**src/rtl/ring_arb_pkg.sv**
```systemverilog
`default_nettype none
// ============================================================================
//  Module      : ring_arb_pkg
//  Description : Shared types and helpers for the ring round-robin arbiter.
//                - arb_state_t : two-state arbiter FSM encoding
//                - onehot2bin  : one-hot (up to 64 bits) to binary index
//  Revision    : 1.0  initial release
// ============================================================================
package ring_arb_pkg;

    typedef enum logic [0:0] {
        IDLE  = 1'b0,
        GRANT = 1'b1
    } arb_state_t;

    // Width of the index produced by onehot2bin; callers cast down to the
    // width they need.
    localparam int c_OH2B_W = 6;

    // OR-reduction encoder: for a legal one-hot input exactly one index is
    // OR-ed in; a zero input yields index 0.
    function automatic logic [c_OH2B_W-1:0] onehot2bin(input logic [63:0] onehot);
        logic [c_OH2B_W-1:0] bin;
        bin = '0;
        for (int i = 0; i < 64; i++) begin
            if (onehot[i]) begin
                bin = bin | c_OH2B_W'(i);
            end
        end
        return bin;
    endfunction

endpackage : ring_arb_pkg
`default_nettype wire

```
**src/rtl/ring_ptr.sv**
```systemverilog
`default_nettype none
// ============================================================================
//  Module      : ring_ptr
//  Description : One-hot rotating priority pointer (ring counter).
//                advance only        : ptr <= rotl(ptr)
//                load only           : ptr <= load_val
//                load and advance    : ptr <= rotl(load_val)
//                reset (sync, high)  : ptr <= 1 (bit 0)
//  Ports       : clk, reset       clock / synchronous active-high reset
//                advance          rotate-left enable
//                load, load_val   load from a one-hot value
//                ptr              current one-hot pointer
//  Revision    : 1.0  initial release
// ============================================================================
module ring_ptr #(
    parameter int N = 4
) (
    input  logic         clk,
    input  logic         reset,
    input  logic         advance,
    input  logic         load,
    input  logic [N-1:0] load_val,
    output logic [N-1:0] ptr
);

    logic [N-1:0] r_ptr;
    logic [N-1:0] w_base;
    logic [N-1:0] w_next;

    always_comb begin
        w_base = load ? load_val : r_ptr;
        w_next = advance ? {w_base[N-2:0], w_base[N-1]} : w_base;
    end

    always_ff @(posedge clk) begin
        if (reset) begin
            r_ptr <= N'(1);
        end else begin
            r_ptr <= w_next;
        end
    end

    assign ptr = r_ptr;

endmodule : ring_ptr
`default_nettype wire

```
**src/rtl/ring_rr_arbiter.sv**
```systemverilog
`default_nettype none
// ============================================================================
//  Module      : ring_rr_arbiter
//  Description : Round-robin arbiter sharing one resource among N requesters.
//                Priority starts at a one-hot ring pointer and searches
//                cyclically upward. A grant is held until the owner asserts
//                done, drops its request, or the hold limit expires (forced
//                release, flagged by a one-cycle timeout pulse). Every release
//                is followed by one idle cycle and moves the pointer just past
//                the released owner.
//  Ports       : clk, reset    clock / synchronous active-high reset
//                req[N]        level requests
//                done          owner release (only looked at while granted)
//                grant[N]      registered one-hot grant
//                grant_valid   registered |grant
//                grant_idx     registered binary index of the owner (0 if none)
//                timeout       one-cycle pulse after a forced release
//  Revision    : 1.0  initial release
// ============================================================================
module ring_rr_arbiter
    import ring_arb_pkg::*;
#(
    parameter int N        = 4,
    parameter int MAX_HOLD = 8
) (
    input  logic                 clk,
    input  logic                 reset,
    input  logic [N-1:0]         req,
    input  logic                 done,
    output logic [N-1:0]         grant,
    output logic                 grant_valid,
    output logic [$clog2(N)-1:0] grant_idx,
    output logic                 timeout
);

    localparam int c_IDX_W  = $clog2(N);
    // A zero-width counter is not legal; with no timeout a 1-bit saturating
    // counter is kept and simply never compared.
    localparam int c_HOLD_W = (MAX_HOLD > 0) ? $clog2(MAX_HOLD + 1) : 1;
    localparam logic [c_HOLD_W-1:0] c_HOLD_LAST = c_HOLD_W'(MAX_HOLD - 1);
    localparam logic [c_HOLD_W-1:0] c_HOLD_MAX  = {c_HOLD_W{1'b1}};

    arb_state_t            r_state;
    arb_state_t            w_state_nxt;
    logic [N-1:0]          r_grant;
    logic [N-1:0]          w_grant_nxt;
    logic                  r_grant_valid;
    logic                  w_valid_nxt;
    logic [c_IDX_W-1:0]    r_grant_idx;
    logic [c_IDX_W-1:0]    w_idx_nxt;
    logic                  r_timeout;
    logic                  w_timeout_nxt;
    logic [c_HOLD_W-1:0]   r_hold_cnt;
    logic [c_HOLD_W-1:0]   w_hold_nxt;

    logic [N-1:0]          w_ptr;
    logic                  w_ptr_move;
    logic [N-1:0]          w_mask;
    logic [N-1:0]          w_req_hi;
    logic [N-1:0]          w_pick;
    logic [N-1:0]          w_win;
    logic                  w_owner_req;
    logic                  w_normal_rel;
    logic                  w_limit_rel;

    // ------------------------------------------------------------------------
    // Pointer: on release it is loaded with the owner and rotated one step,
    // so the next search starts just after the previous winner.
    // ------------------------------------------------------------------------
    ring_ptr #(
        .N (N)
    ) u_ptr (
        .clk      (clk),
        .reset    (reset),
        .advance  (w_ptr_move),
        .load     (w_ptr_move),
        .load_val (r_grant),
        .ptr      (w_ptr)
    );

    // ------------------------------------------------------------------------
    // Masked priority search. ~(ptr-1) keeps bits at and above the pointer;
    // if none of those request, the search wraps to the full request vector.
    // x & (~x + 1) isolates the lowest set bit.
    // ------------------------------------------------------------------------
    always_comb begin
        w_mask   = ~(w_ptr - N'(1));
        w_req_hi = req & w_mask;
        w_pick   = (|w_req_hi) ? w_req_hi : req;
        w_win    = w_pick & (~w_pick + N'(1));
    end

    // ------------------------------------------------------------------------
    // Release conditions while granted. A done or request drop is a normal
    // release and suppresses the timeout pulse even if the limit coincides.
    // ------------------------------------------------------------------------
    always_comb begin
        w_owner_req  = |(req & r_grant);
        w_normal_rel = done | ~w_owner_req;
        w_limit_rel  = (MAX_HOLD > 0) && (r_hold_cnt == c_HOLD_LAST);
    end

    // ------------------------------------------------------------------------
    // FSM: state register
    // ------------------------------------------------------------------------
    always_ff @(posedge clk) begin
        if (reset) begin
            r_state       <= IDLE;
            r_grant       <= '0;
            r_grant_valid <= 1'b0;
            r_grant_idx   <= '0;
            r_timeout     <= 1'b0;
            r_hold_cnt    <= '0;
        end else begin
            r_state       <= w_state_nxt;
            r_grant       <= w_grant_nxt;
            r_grant_valid <= w_valid_nxt;
            r_grant_idx   <= w_idx_nxt;
            r_timeout     <= w_timeout_nxt;
            r_hold_cnt    <= w_hold_nxt;
        end
    end

    // ------------------------------------------------------------------------
    // FSM: next state and next registered outputs
    // ------------------------------------------------------------------------
    always_comb begin
        w_state_nxt   = r_state;
        w_grant_nxt   = r_grant;
        w_valid_nxt   = r_grant_valid;
        w_idx_nxt     = r_grant_idx;
        w_timeout_nxt = 1'b0;
        w_hold_nxt    = r_hold_cnt;
        w_ptr_move    = 1'b0;

        case (r_state)
            IDLE: begin
                w_hold_nxt = '0;
                if (|req) begin
                    w_state_nxt = GRANT;
                    w_grant_nxt = w_win;
                    w_valid_nxt = 1'b1;
                    w_idx_nxt   = c_IDX_W'(onehot2bin(64'(w_win)));
                end else begin
                    w_grant_nxt = '0;
                    w_valid_nxt = 1'b0;
                    w_idx_nxt   = '0;
                end
            end

            GRANT: begin
                if (w_normal_rel || w_limit_rel) begin
                    w_state_nxt   = IDLE;
                    w_grant_nxt   = '0;
                    w_valid_nxt   = 1'b0;
                    w_idx_nxt     = '0;
                    w_hold_nxt    = '0;
                    w_timeout_nxt = ~w_normal_rel;
                    w_ptr_move    = 1'b1;
                end else if (r_hold_cnt != c_HOLD_MAX) begin
                    w_hold_nxt = r_hold_cnt + c_HOLD_W'(1);
                end
            end

            default: begin
                w_state_nxt = IDLE;
                w_grant_nxt = '0;
                w_valid_nxt = 1'b0;
                w_idx_nxt   = '0;
                w_hold_nxt  = '0;
            end
        endcase
    end

    assign grant       = r_grant;
    assign grant_valid = r_grant_valid;
    assign grant_idx   = r_grant_idx;
    assign timeout     = r_timeout;

endmodule : ring_rr_arbiter
`default_nettype wire

```
**config.mk**
```make
export PLATFORM = sky130hd
export DESIGN_NAME = ring_rr_arbiter
export DESIGN_NICKNAME = d
export VERILOG_FILES = /design/src/rtl/ring_arb_pkg.sv /design/src/rtl/ring_ptr.sv /design/src/rtl/ring_rr_arbiter.sv
export SDC_FILE = /design/constraint.sdc
export NUM_CORES = 1
export LEC_CHECK = 0
export ABC_CLOCK_PERIOD_IN_PS = 2900
export BUFFER_PORTS_ARGS = -buffer_cell sky130_fd_sc_hd__buf_4
export CAP_MARGIN = 20
export CORE_MARGIN = 5
export CORE_UTILIZATION = 56
export CTS_BUF_LIST = sky130_fd_sc_hd__clkbuf_2
export DETAILED_ROUTE_END_ITERATION = 8
export PLACE_DENSITY = 0.87
export SETUP_SLACK_MARGIN = 0.5
export SKIP_CTS_REPAIR_TIMING = 1
export SYNTH_ARGS = -nofsm -noshare
export SYNTH_HDL_FRONTEND = slang
export SYNTH_SLANG_ARGS = --single-unit
```
**constraint.sdc**
```tcl
create_clock -name clk -period 2.9 [get_ports clk]
set_clock_uncertainty 0.1 [all_clocks]
set_input_delay 0.145 -clock clk [delete_from_list [all_inputs] [get_ports clk]]
set_output_delay 0.145 -clock clk [all_outputs]
set_load 0.01 [all_outputs]
```
==> results by group, run 1 <==
GRT
  • Number of global-route vias before repair: 709
  • First-pass GRT wire length: 3070 um
  • Met2 usage: 23.6%
  • M1 GR Usage: 21.4%
  • Met3 usage: 7.34%
  • GRT Overall Usage: 15.8%
  • GR peak layer: met2
  • Largest net degree at the start of global routing: 13
  • Initial antenna violation count: 0
  • Total congestion overflow: 0

Logic synthesis
  • Synth Warn #: 0
  • Sequential area share after synthesis: 39.4%
  • Mux cell area share after synthesis: 1.16%
  • Largest family of logic cells by synthesized area: simple AND/OR/NAND/NOR gates
  • Syn nets: 111
  • Yosys top cell area share: 39.4%
  • Synth top area cells: dfxtp_1, nand3_1, a21oi_1, nand2_1, ha_1
  • Mapped cell area: 863 um^2
  • Syn Inst Count: 102
  • Post-Synth Adder-Cell Area: 2.90%
  • Avg Inst Size Synth: 8.46 um^2
  • Synth Area in Compound Gates: 23.0%
  • Synth Area in XOR/XNOR: 1.01%
  • Most area-hungry cell type in the Yosys netlist: dfxtp_1
  • Simple-Gate Fraction of Synth Area: 28.1%
  • Distinct cell type count after synthesis: 38
  • Seq cells post-synth: 17

Detailed routing
  • Total routed wirelength: 1970 um
  • WL/cell: 14.6 um
  • Via density: 6.10
  • Vias: 823
  • Drc violations: 0
  • Iter 0 DRT Violations: 33
  • Post-DRT Antenna Nets: 0
  • Drt pass-1 iters: 4

Setup path
  • Worst-path cell chain: inv_1, ha_1, and2_1, o21ai_2, nand4_1, nor3b_1, nor3b_1, a211o_1
  • Buffers & Inverters on Critical Path: 1
  • CP Capture Type: flip-flop
  • Critical Path RT: 3010 ps
  • Crit Path Max Fanout: 8
  • Peak per-stage delay on the critical path: 500 ps
  • Worst path slowest cell: dfxtp_1
  • Worst path top cell family by delay: simple AND/OR/NAND/NOR gates
  • CP Launch Point: u_ptr.ptr[0]
  • Critical path class: flip-flop to flip-flop
  • CP Launch Type: flip-flop
  • FF-to-FF setup slack: 710 ps
  • CP dominant cell by count: nor3b_1
  • Critical path arrival: 2300 ps
  • Reg-to-reg startpoint: u_ptr.ptr[0]

Timing
  • Max Fclk: 457 MHz
  • Fin. max-slew vios: 0
  • Headroom to the max-slew limit: 68.7%
  • RSZ-0062 raised after global routing: no
  • Final setup viols: 0
  • Crit path time final: 2190 ps
  • Slew at the pin closest to its max-slew limit: 468 ps
  • Fin Setup TNS: 0 ps
  • Fin. Hold Viols: 0
  • Tcrit/Tclk final: 75.5%

Placement
  • Gpl congestion: 0.798
  • DP Cell Count: 129
  • Port buffer count: 14
  • Final HPWL DP: 1460 um

Die
  • Die area: 0.00243 mm^2
  • Die width: 49.3 um
  • Initial Utilization: 58.0%
  • Io pins: 15
  • # rows: 14
  • Placeable Area: 0.00149 mm^2
  • Die Y: 49.3 um

Cells and area
  • Share of layout cells above drive strength 1: 19.3%
  • Commonest non-fill, non-tap cell in the layout: dfxtp_1
  • Most frequent cells in the layout: dfxtp_1, buf_4, nand3_1
  • Fin nets: 129
  • P&R area growth vs syn: 17.4%
  • Final Core Density: 68.1%
  • Ant. Diodes: 0
  • Finished Layout Cells: 135

Min path
  • Hold path start: req[0]
  • Min-Delay Path Class: primary input to flip-flop

Outcome
  • Outcome: finished clean

CTS
  • Root buffer cell: clkbuf_2
  • H-tree levels: 1
  • CTS sink cnt: 17
  • TritonCTS clock tree: built
  • CTS Buffer Depth: 2
  • Cts bufs inserted: 3
  • Clk_lat worst skew: 290 ps
  • Clk slew on worst S/H paths: 150 ps

Power
  • Peak VDD IR: 395 uV
  • Lkg Pwr: 0.432 nW
  • Power Density: 451 mW/mm^2

Run
  • Max_cap viols: 0
-- worst min-delay path: cells and delay by family --
kind / cells / cell delay, ps
buffers and inverters: 1 / 140
AOI/OAI and AO/OA: 1 / 60
and+or+nand+nor: 1 / 50
-- synth_stat cells (all sizes together) --
master	n
a2111oi	1
a211o	2
a21o	3
a21oi	8
a22oi	2
a31o	1
a31oi	1
a32o	1
a32oi	1
and2	1
and3	1
and4	1
buf	1
clkbuf	2
dfxtp	17
ha	2
inv	5
mux2i	1
nand2	9
nand2b	2
nand3	10
nand3b	1
nand4	2
nand4b	1
nor2	5
nor2b	1
nor3	5
nor3b	3
nor4	1
o211ai	1
o21a	2
o21ai	3
o31ai	1
o32ai	1
or2	1
or4	1
xnor2	1
-- metal layers --
metal	routed length (um)	vias to the layer above
li1	-	417
met1	959	379
met2	876	27
met3	136	0
met4	0	0
met5	0	-
-- area by class of cell --
cell class,instances,area (um^2)
Clock inverter,1,5.00
Inverter,5,18.8
Clock buffer,3,15.0
Timing Repair Buffer,16,125
Tap cell,16,20.0
Sequential cell,17,340
Multi-Input combinational cell,77,489
Fill cell,131,475
-- power breakdown --
| part | switching [mW] | internal (mW) | total [mW] | leakage (nW) |
|---|---|---|---|---|
| Clock | 0.0724 | 0.0312 | 0.104 | 0.0164 |
| Sequential | 0.0136 | 0.245 | 0.258 | 0.139 |
| Combinational | 0.0505 | 0.0444 | 0.0948 | 0.277 |
-- per-stage QoR --
step           setup slack (ps)  cell area [um^2]  total power [mW]  hold WS (ps)
2_1_floorplan               860               863             0.323           185
3_3_place_gp                699               970             0.350           310
3_5_place_dp                621               970             0.354           317
4_1_cts                     606               990             0.456         -20.7
5_1_grt                     527              1010             0.485          31.8
6_report                    710              1010             0.457          22.8
-- path summary, 6_finish.rpt --
| kind | to | cells after the start |
|---|---|---|
| hold / removal | grant[0] | 3 |
| setup / recovery | grant_idx[1] | 8 |
| setup reg to reg | grant_idx[1] | 8 |
| hold reg to reg | grant_idx[0] | 2 |
-- sequential cells by signal (all words and copies together), names as in the netlist --
signal       flops
grant            4
r_hold_cnt       4
u_ptr.ptr        4
grant_idx        2
grant_valid      1
r_state          1
timeout          1
-- kinds of logic after synthesis --
group,after synthesis
buffers and inverters,8
muxes,1
and+or+nand+nor,45
AOI/OAI and AO/OA,28
xor gates and xnor gates,1
adders and majority gates,2
DFF,17
Power figures use the tool's default switching activity.
==> run 2: changes to the inputs <==
Settings changed: ABC_AREA from default to 1, ABC_CLOCK_PERIOD_IN_PS 2900 to 2100.
Clock period 2.9 ns to 2.1 ns, I/O delays scaled along.
==> run 2 against run 1 <==
Compared with the run above: flip-flop and latch count stayed put; count of clock-buffer cells in the layout is 1 higher; largest cell class unchanged; critical path depth is 5 higher; worst hold slack better by 120 ps; sequential share of layout area is 2.5 points lower; via count is 6.8% higher; cell count is 19% higher; area after synthesis is 2.6% higher; die area is 2.1% higher.
==> results by group, run 2 <==
Die
  • Placeable Area: 0.00151 mm^2 (was 0.00149 mm^2)
  • Die Y: 49.8 um (was 49.3 um)
  • # rows: 14 (unchanged)
  • Die width: 49.8 um (was 49.3 um)
  • Die area: 0.00248 mm^2 (was 0.00243 mm^2)
  • Io pins: 15 (unchanged)
  • Initial Utilization: 58.8% (was 58.0%)

Logic synthesis
  • Dominant cell by count in the synthesized netlist: nand2_1 (was dfxtp_1)
  • Distinct cell type count after synthesis: 26 (was 38)
  • Synth Warn #: 0 (unchanged)
  • Main synth FF type: dfxtp_1 (unchanged)
  • Asr flop ratio synth: 0% (unchanged)
  • Sequential area share after synthesis: 38.4% (was 39.4%)
  • Syn Inst Count: 120 (was 102)
  • Syn nets: 129 (was 111)
  • Yosys top cell area share: 38.4% (was 39.4%)
  • Mapped cell area: 886 um^2 (was 863 um^2)
  • Commonest cells in the netlist: nand2_1, dfxtp_1, nor2_1, inv_1, nand3_1 (was dfxtp_1, nand3_1, nand2_1, a21oi_1)
  • Most area-hungry cell type in the Yosys netlist: dfxtp_1 (unchanged)
  • Synth top area cells: dfxtp_1, nand2_1, nor2_1, inv_1, nand3_1 (was dfxtp_1, nand3_1, a21oi_1, nand2_1, ha_1)
  • Seq cells post-synth: 17 (unchanged)
  • Post-synth EDFFs: 0 (unchanged)
  • Avg Inst Size Synth: 7.38 um^2 (was 8.46 um^2)

Cells and area
  • P&R area growth vs syn: 25.4% (was 17.4%)
  • Design Area, Final: 0.00111 mm^2 (was 0.00101 mm^2)
  • Finished Layout Cells: 160 (was 135)
  • Ant. Diodes: 0 (unchanged)
  • Most frequent cells in the layout: nand2_1, buf_4, nor2_1 (was dfxtp_1, buf_4, nand3_1)
  • Final Core Density: 73.8% (was 68.1%)
  • Fin nets: 154 (was 129)
  • Commonest non-fill, non-tap cell in the layout: nand2_1 (was dfxtp_1)
  • Share of layout cells above drive strength 1: 34.0% (was 19.3%)

GRT
  • Initial antenna violation count: 0 (unchanged)
  • First-pass GRT wire length: 3360 um (was 3070 um)
  • GRT Overall Usage: 16.6% (was 15.8%)
  • Largest net degree at the start of global routing: 10 (was 13)
  • Number of global-route vias before repair: 849 (was 709)
  • Total congestion overflow: 0 (unchanged)

Power
  • Peak VDD IR: 388 uV (was 395 uV)
  • Pint: 0.473 mW (was 0.320 mW)
  • Power Density: 626 mW/mm^2 (was 451 mW/mm^2)
  • Lkg Pwr: 0.529 nW (was 0.432 nW)
  • Total Power: 0.695 mW (was 0.457 mW)
  • Clock power frac: 20.7% (was 22.7%)
  • Net Sw Frac: 31.9% (was 29.9%)
  • Combinational power share: 27.0% (was 20.8%)
  • Seq pwr share: 52.2% (was 56.5%)
  • Psw: 0.222 mW (was 0.136 mW)

Timing
  • Tcrit/Tclk final: 82.0% (was 75.5%)
  • Fin Setup TNS: 0 ps (unchanged)
  • Fin. max-slew vios: 0 (unchanged)
  • Fin. Hold Viols: 0 (unchanged)
  • Crit path time final: 1720 ps (was 2190 ps)
  • Slew at the pin closest to its max-slew limit: 268 ps (was 468 ps)
  • Headroom to the max-slew limit: 82.1% (was 68.7%)
  • Final setup viols: 0 (unchanged)
  • Max Fclk: 581 MHz (was 457 MHz)
  • RSZ-0062 raised after global routing: yes (was no)

Detailed routing
  • Total routed wirelength: 2150 um (was 1970 um)
  • Via density: 5.49 (was 6.10)
  • Drt pass-1 iters: 4 (unchanged)
  • Iter 0 DRT Violations: 18 (was 33)
  • Drc violations: 0 (unchanged)
  • Post-DRT Antenna Nets: 0 (unchanged)
  • Vias: 879 (was 823)
  • WL/cell: 13.4 um (was 14.6 um)

CTS
  • CTS sink cnt: 17 (unchanged)
  • CTS Buffer Depth: 2 (unchanged)
  • H-tree levels: 1 (unchanged)
  • Clk_lat worst skew: 280 ps (was 290 ps)
  • Root buffer cell: clkbuf_2 (unchanged)
  • Clk slew on worst S/H paths: 160 ps (was 150 ps)
  • Cts bufs inserted: 3 (unchanged)
  • TritonCTS clock tree: built (unchanged)

Setup path
  • Critical path arrival: 1830 ps (was 2300 ps)
  • Critical path class: flip-flop to flip-flop (unchanged)
  • Critical Path RT: 2210 ps (was 3010 ps)
  • Crit Path Max Fanout: 3 (was 8)
  • CP Launch Type: flip-flop (unchanged)
  • CP Capture Type: flip-flop (unchanged)

Placement
  • DP Cell Count: 150 (was 129)
  • Placed cell areas: 0.00101 mm^2 (was 970 um^2)
  • Port buffer count: 14 (unchanged)
  • Gpl congestion: 0.847 (was 0.798)
  • Final HPWL DP: 1590 um (was 1460 um)

Outcome
  • Outcome: finished clean (unchanged)

Run
  • Max_cap viols: 0 (unchanged)

Min path
  • Min-Delay Path Class: primary input to flip-flop (unchanged)
run 2: changes by cell type in the layout (fill, tap and decap cells not counted), moves of 5 or more:
cell / delta
inv_1: +6
nand2_1: +22
nor2_1: +9
nor3_1: -5
run 2: final timing paths:
kind	from	endpoint	slack, ps	depth (start not counted)
worst max register to register	u_ptr.ptr[1]	grant[2]	380	13
worst min register to register	grant_valid	grant_valid	380	2
worst min-delay path	req[0]	grant[0]	140	5
worst max-delay path	u_ptr.ptr[1]	grant[2]	380	13
run 2: metal layers:
metal / vias up / routed length [um] / GRT usage (%)
met5: - / 0 / 0
met4: 0 / 69 / 7.86
met3: 11 / 92 / 2.71
met2: 28 / 1160 / 33.3
met1: 406 / 829 / 15.7
li1: 434 / - / -
run 2: area by class of cell:
type                            instances  area [um^2]
Multi-Input combinational cell         88          513
Fill cell                             129          395
Sequential cell                        17          345
Timing Repair Buffer                   20          155
Inverter                               15         57.6
Clock buffer                            4         20.0
Tap cell                               16         20.0
run 2: cells by family (layout without fill, tap and decap cells):
family,Yosys count,count (layout),synth area share (%)
AOI/OAI and AO/OA,14,14,9.32
xor gates and xnor gates,1,1,0.989
DFF,17,17,38.4
adders and majority gates,2,2,2.82
buffers and inverters,15,39,6.50
and+or+nand+nor,71,71,41.9
run 2: power by group through the flow:
stage	logic (mW)	clock network [mW]	registers (mW)
after floorplan	0.102	0	0.370
after global placement	0.150	0	0.368
after detailed placement	0.157	0	0.369
after CTS	0.158	0.149	0.362
after global routing	0.208	0.161	0.366
final	0.188	0.144	0.363
run 2: worst max-delay path, stage by stage (launching register included):
cell and delay [ps]:
dfxtp_2 380, inv_2 50, ha_4 230, nand2_2 70, nand2_1 50, inv_1 70, nand2_2 70, inv_2 70
nand2_1 50, nand2_1 60, nand2_1 60, nor2_1 100, nand2_1 80, a21oi_1 200
run 2: per-stage QoR:
stage | hold WS [ps] | setup slack (ps)
3_5_place_dp | 206 | 376
6_report | 140 | 379
3_3_place_gp | 203 | 460
5_1_grt | 151 | 188
4_1_cts | -116 | 362
2_1_floorplan | 74.1 | 567
==> run 3: changes to the inputs <==
Settings changed: ABC_CLOCK_PERIOD_IN_PS 2100 to 1750.
Clock period 2.1 ns to 1.75 ns, I/O delays scaled along.
==> run 3 against run 2 <==
Compared with the run above: the flow now finishes with violations (hold timing); non-clock buffer count decreased by 2; core utilization rose by 2.6 points; setup slack worse by 260 ps; first-iteration DRC count down 5.6%.
==> results by group, run 3 (synthesis results as in run 2) <==
GRT
  • GRT Overall Usage: 16.5% (was 16.6%)
  • Largest net degree at the start of global routing: 12 (was 10)
  • Number of global-route vias before repair: 767 (was 849)
  • First-pass GRT wire length: 3330 um (was 3360 um)
  • Total congestion overflow: 0 (unchanged)
  • Initial antenna violation count: 0 (unchanged)

Setup path
  • Crit Path Max Fanout: 3 (unchanged)
  • Critical path class: flip-flop to flip-flop (unchanged)
  • Reg-to-reg startpoint: u_ptr.ptr[0] (was u_ptr.ptr[1])
  • CP Capture Type: flip-flop (unchanged)
  • Critical Path RT: 1910 ps (was 2210 ps)
  • Critical Path End: grant_idx[0] (was grant[2])
  • FF-to-FF setup slack: 120 ps (was 380 ps)
  • Reg2Reg Depth: 14 (was 13)
  • Worst R2R End: grant_idx[0] (was grant[2])
  • Critical path arrival: 1790 ps (was 1830 ps)
  • CP Launch Point: u_ptr.ptr[0] (was u_ptr.ptr[1])
  • CP Launch Type: flip-flop (unchanged)

Detailed routing
  • Total routed wirelength: 2050 um (was 2150 um)
  • WL/cell: 13.0 um (was 13.4 um)
  • Drc violations: 0 (unchanged)
  • Via density: 5.32 (was 5.49)
  • Post-DRT Antenna Nets: 0 (unchanged)
  • Vias: 841 (was 879)
  • Drt pass-1 iters: 4 (unchanged)
  • Iter 0 DRT Violations: 17 (was 18)

CTS
  • Root buffer cell: clkbuf_2 (unchanged)
  • H-tree levels: 1 (unchanged)
  • CTS Buffer Depth: 2 (unchanged)
  • Clk slew on worst S/H paths: 180 ps (was 160 ps)
  • Cts bufs inserted: 3 (unchanged)
  • CTS sink cnt: 17 (unchanged)
  • TritonCTS clock tree: built (unchanged)
  • Clk_lat worst skew: 300 ps (was 280 ps)

Outcome
  • Outcome: finished with violations (was finished clean)
  • Failing checks: hold timing

Placement
  • Gpl congestion: 0.893 (was 0.847)
  • Port buffer count: 14 (unchanged)
  • Placed cell areas: 0.00104 mm^2 (was 0.00101 mm^2)
  • Final HPWL DP: 1500 um (was 1590 um)

Timing
  • Max Fclk: 615 MHz (was 581 MHz)
  • Slew at the pin closest to its max-slew limit: 351 ps (was 268 ps)
  • Hold Worst Slack: -120 ps (was 140 ps)
  • Final setup viols: 0 (unchanged)
  • Fin. Hold Viols: 5 (was 0)
  • Crit path time final: 1630 ps (was 1720 ps)
  • Fin Setup TNS: 0 ps (unchanged)
  • Headroom to the max-slew limit: 76.6% (was 82.1%)
  • Fin. max-slew vios: 0 (unchanged)
  • RSZ-0062 raised after global routing: yes (unchanged)
  • Tcrit/Tclk final: 93.0% (was 82.0%)

Die
  • Initial Utilization: 58.8% (unchanged)
  • Placeable Area: 0.00151 mm^2 (unchanged)
  • Die area: 0.00248 mm^2 (unchanged)
  • # rows: 14 (unchanged)
  • Die width: 49.8 um (unchanged)
  • Io pins: 15 (unchanged)
  • Die Y: 49.8 um (unchanged)

Cells and area
  • Most frequent cells in the layout: nand2_1, buf_4, nor2_1 (unchanged)
  • Filler cell count: 108 (was 129)
  • Share of layout cells above drive strength 1: 42.3% (was 34.0%)
  • Ant. Diodes: 0 (unchanged)
  • P&R area growth vs syn: 29.8% (was 25.4%)
  • Fin nets: 152 (was 154)
  • Commonest non-fill, non-tap cell in the layout: nand2_1 (unchanged)
  • Design Area, Final: 0.00115 mm^2 (was 0.00111 mm^2)

Power
  • Power Density: 753 mW/mm^2 (was 626 mW/mm^2)
  • Clock power frac: 21.5% (was 20.7%)
  • Net Sw Frac: 34.3% (was 31.9%)
  • Combinational power share: 27.7% (was 27.0%)
  • Peak VDD IR: 519 uV (was 388 uV)
  • Seq pwr share: 50.8% (was 52.2%)
  • Psw: 0.298 mW (was 0.222 mW)
  • Lkg Pwr: 0.525 nW (was 0.529 nW)
  • Pint: 0.569 mW (was 0.473 mW)

Min path
  • Min-Delay Path Class: primary input to flip-flop (unchanged)

Run
  • Max_cap viols: 0 (unchanged)
-- run 3: critical path, cell delays in order (launching register included) --
cell and delay, ps:
dfxtp_2 380, inv_2 60, ha_4 280, nand2_4 50, nand2_2 60, inv_2 30, nand2_2 50, inv_2 50
nand3_2 50, nand2_2 70, nor2_4 120, nand2_2 70, nand2_1 60, nand2_1 60, nand2_1 90
-- run 3: power groups by stage --
stage,registers [mW],clock network [mW],logic [mW]
6_report,0.440,0.186,0.240
5_1_grt,0.444,0.217,0.264
4_1_cts,0.438,0.188,0.193
3_5_place_dp,0.447,0,0.193
3_3_place_gp,0.446,0,0.188
2_1_floorplan,0.448,0,0.127
-- run 3: per-stage QoR --
| stage | worst slack [ps] | util (%) | power, mW | std cells |
|---|---|---|---|---|
| 3_3_place_gp | 137 | 69.2 | 0.634 | 150 |
| 4_1_cts | 62.6 | 70.7 | 0.820 | 154 |
| 3_5_place_dp | 99.9 | 69.2 | 0.640 | 150 |
| 5_1_grt | -24.4 | 76.3 | 0.924 | 158 |
| 2_1_floorplan | 246 | - | 0.575 | 120 |
| 6_report | 123 | 76.3 | 0.866 | 158 |
-- run 3: cell type report --
class                           count  area [um^2]  area share [%]
Clock buffer                        3         15.0            1.31
Clock inverter                      1         7.51           0.653
Inverter                           15         58.8            5.11
Multi-Input combinational cell     88          562            48.9
Sequential cell                    17          349            30.4
Tap cell                           16         20.0            1.74
Timing Repair Buffer               18          138            12.0
-- run 3: worst min-delay path by stage --
stage / start / end / slack (ps) / depth (start not counted)
final: reset / timeout / -120 / 2
after global routing: reset / grant[0] / -150 / 2
after floorplan: reset / grant[1] / 50 / 1
after detailed placement: done / timeout / 190 / 2
after global placement: done / timeout / 180 / 2
after CTS: done / timeout / -150 / 2
-- run 3: metal layers --
layer	global-route usage (%)	routed length [um]	vias to the layer above
met3	3.01	120	6
met1	21.7	886	378
li1	-	-	432
met4	5.24	32	0
met2	27.1	1010	25
met5	0	0	-
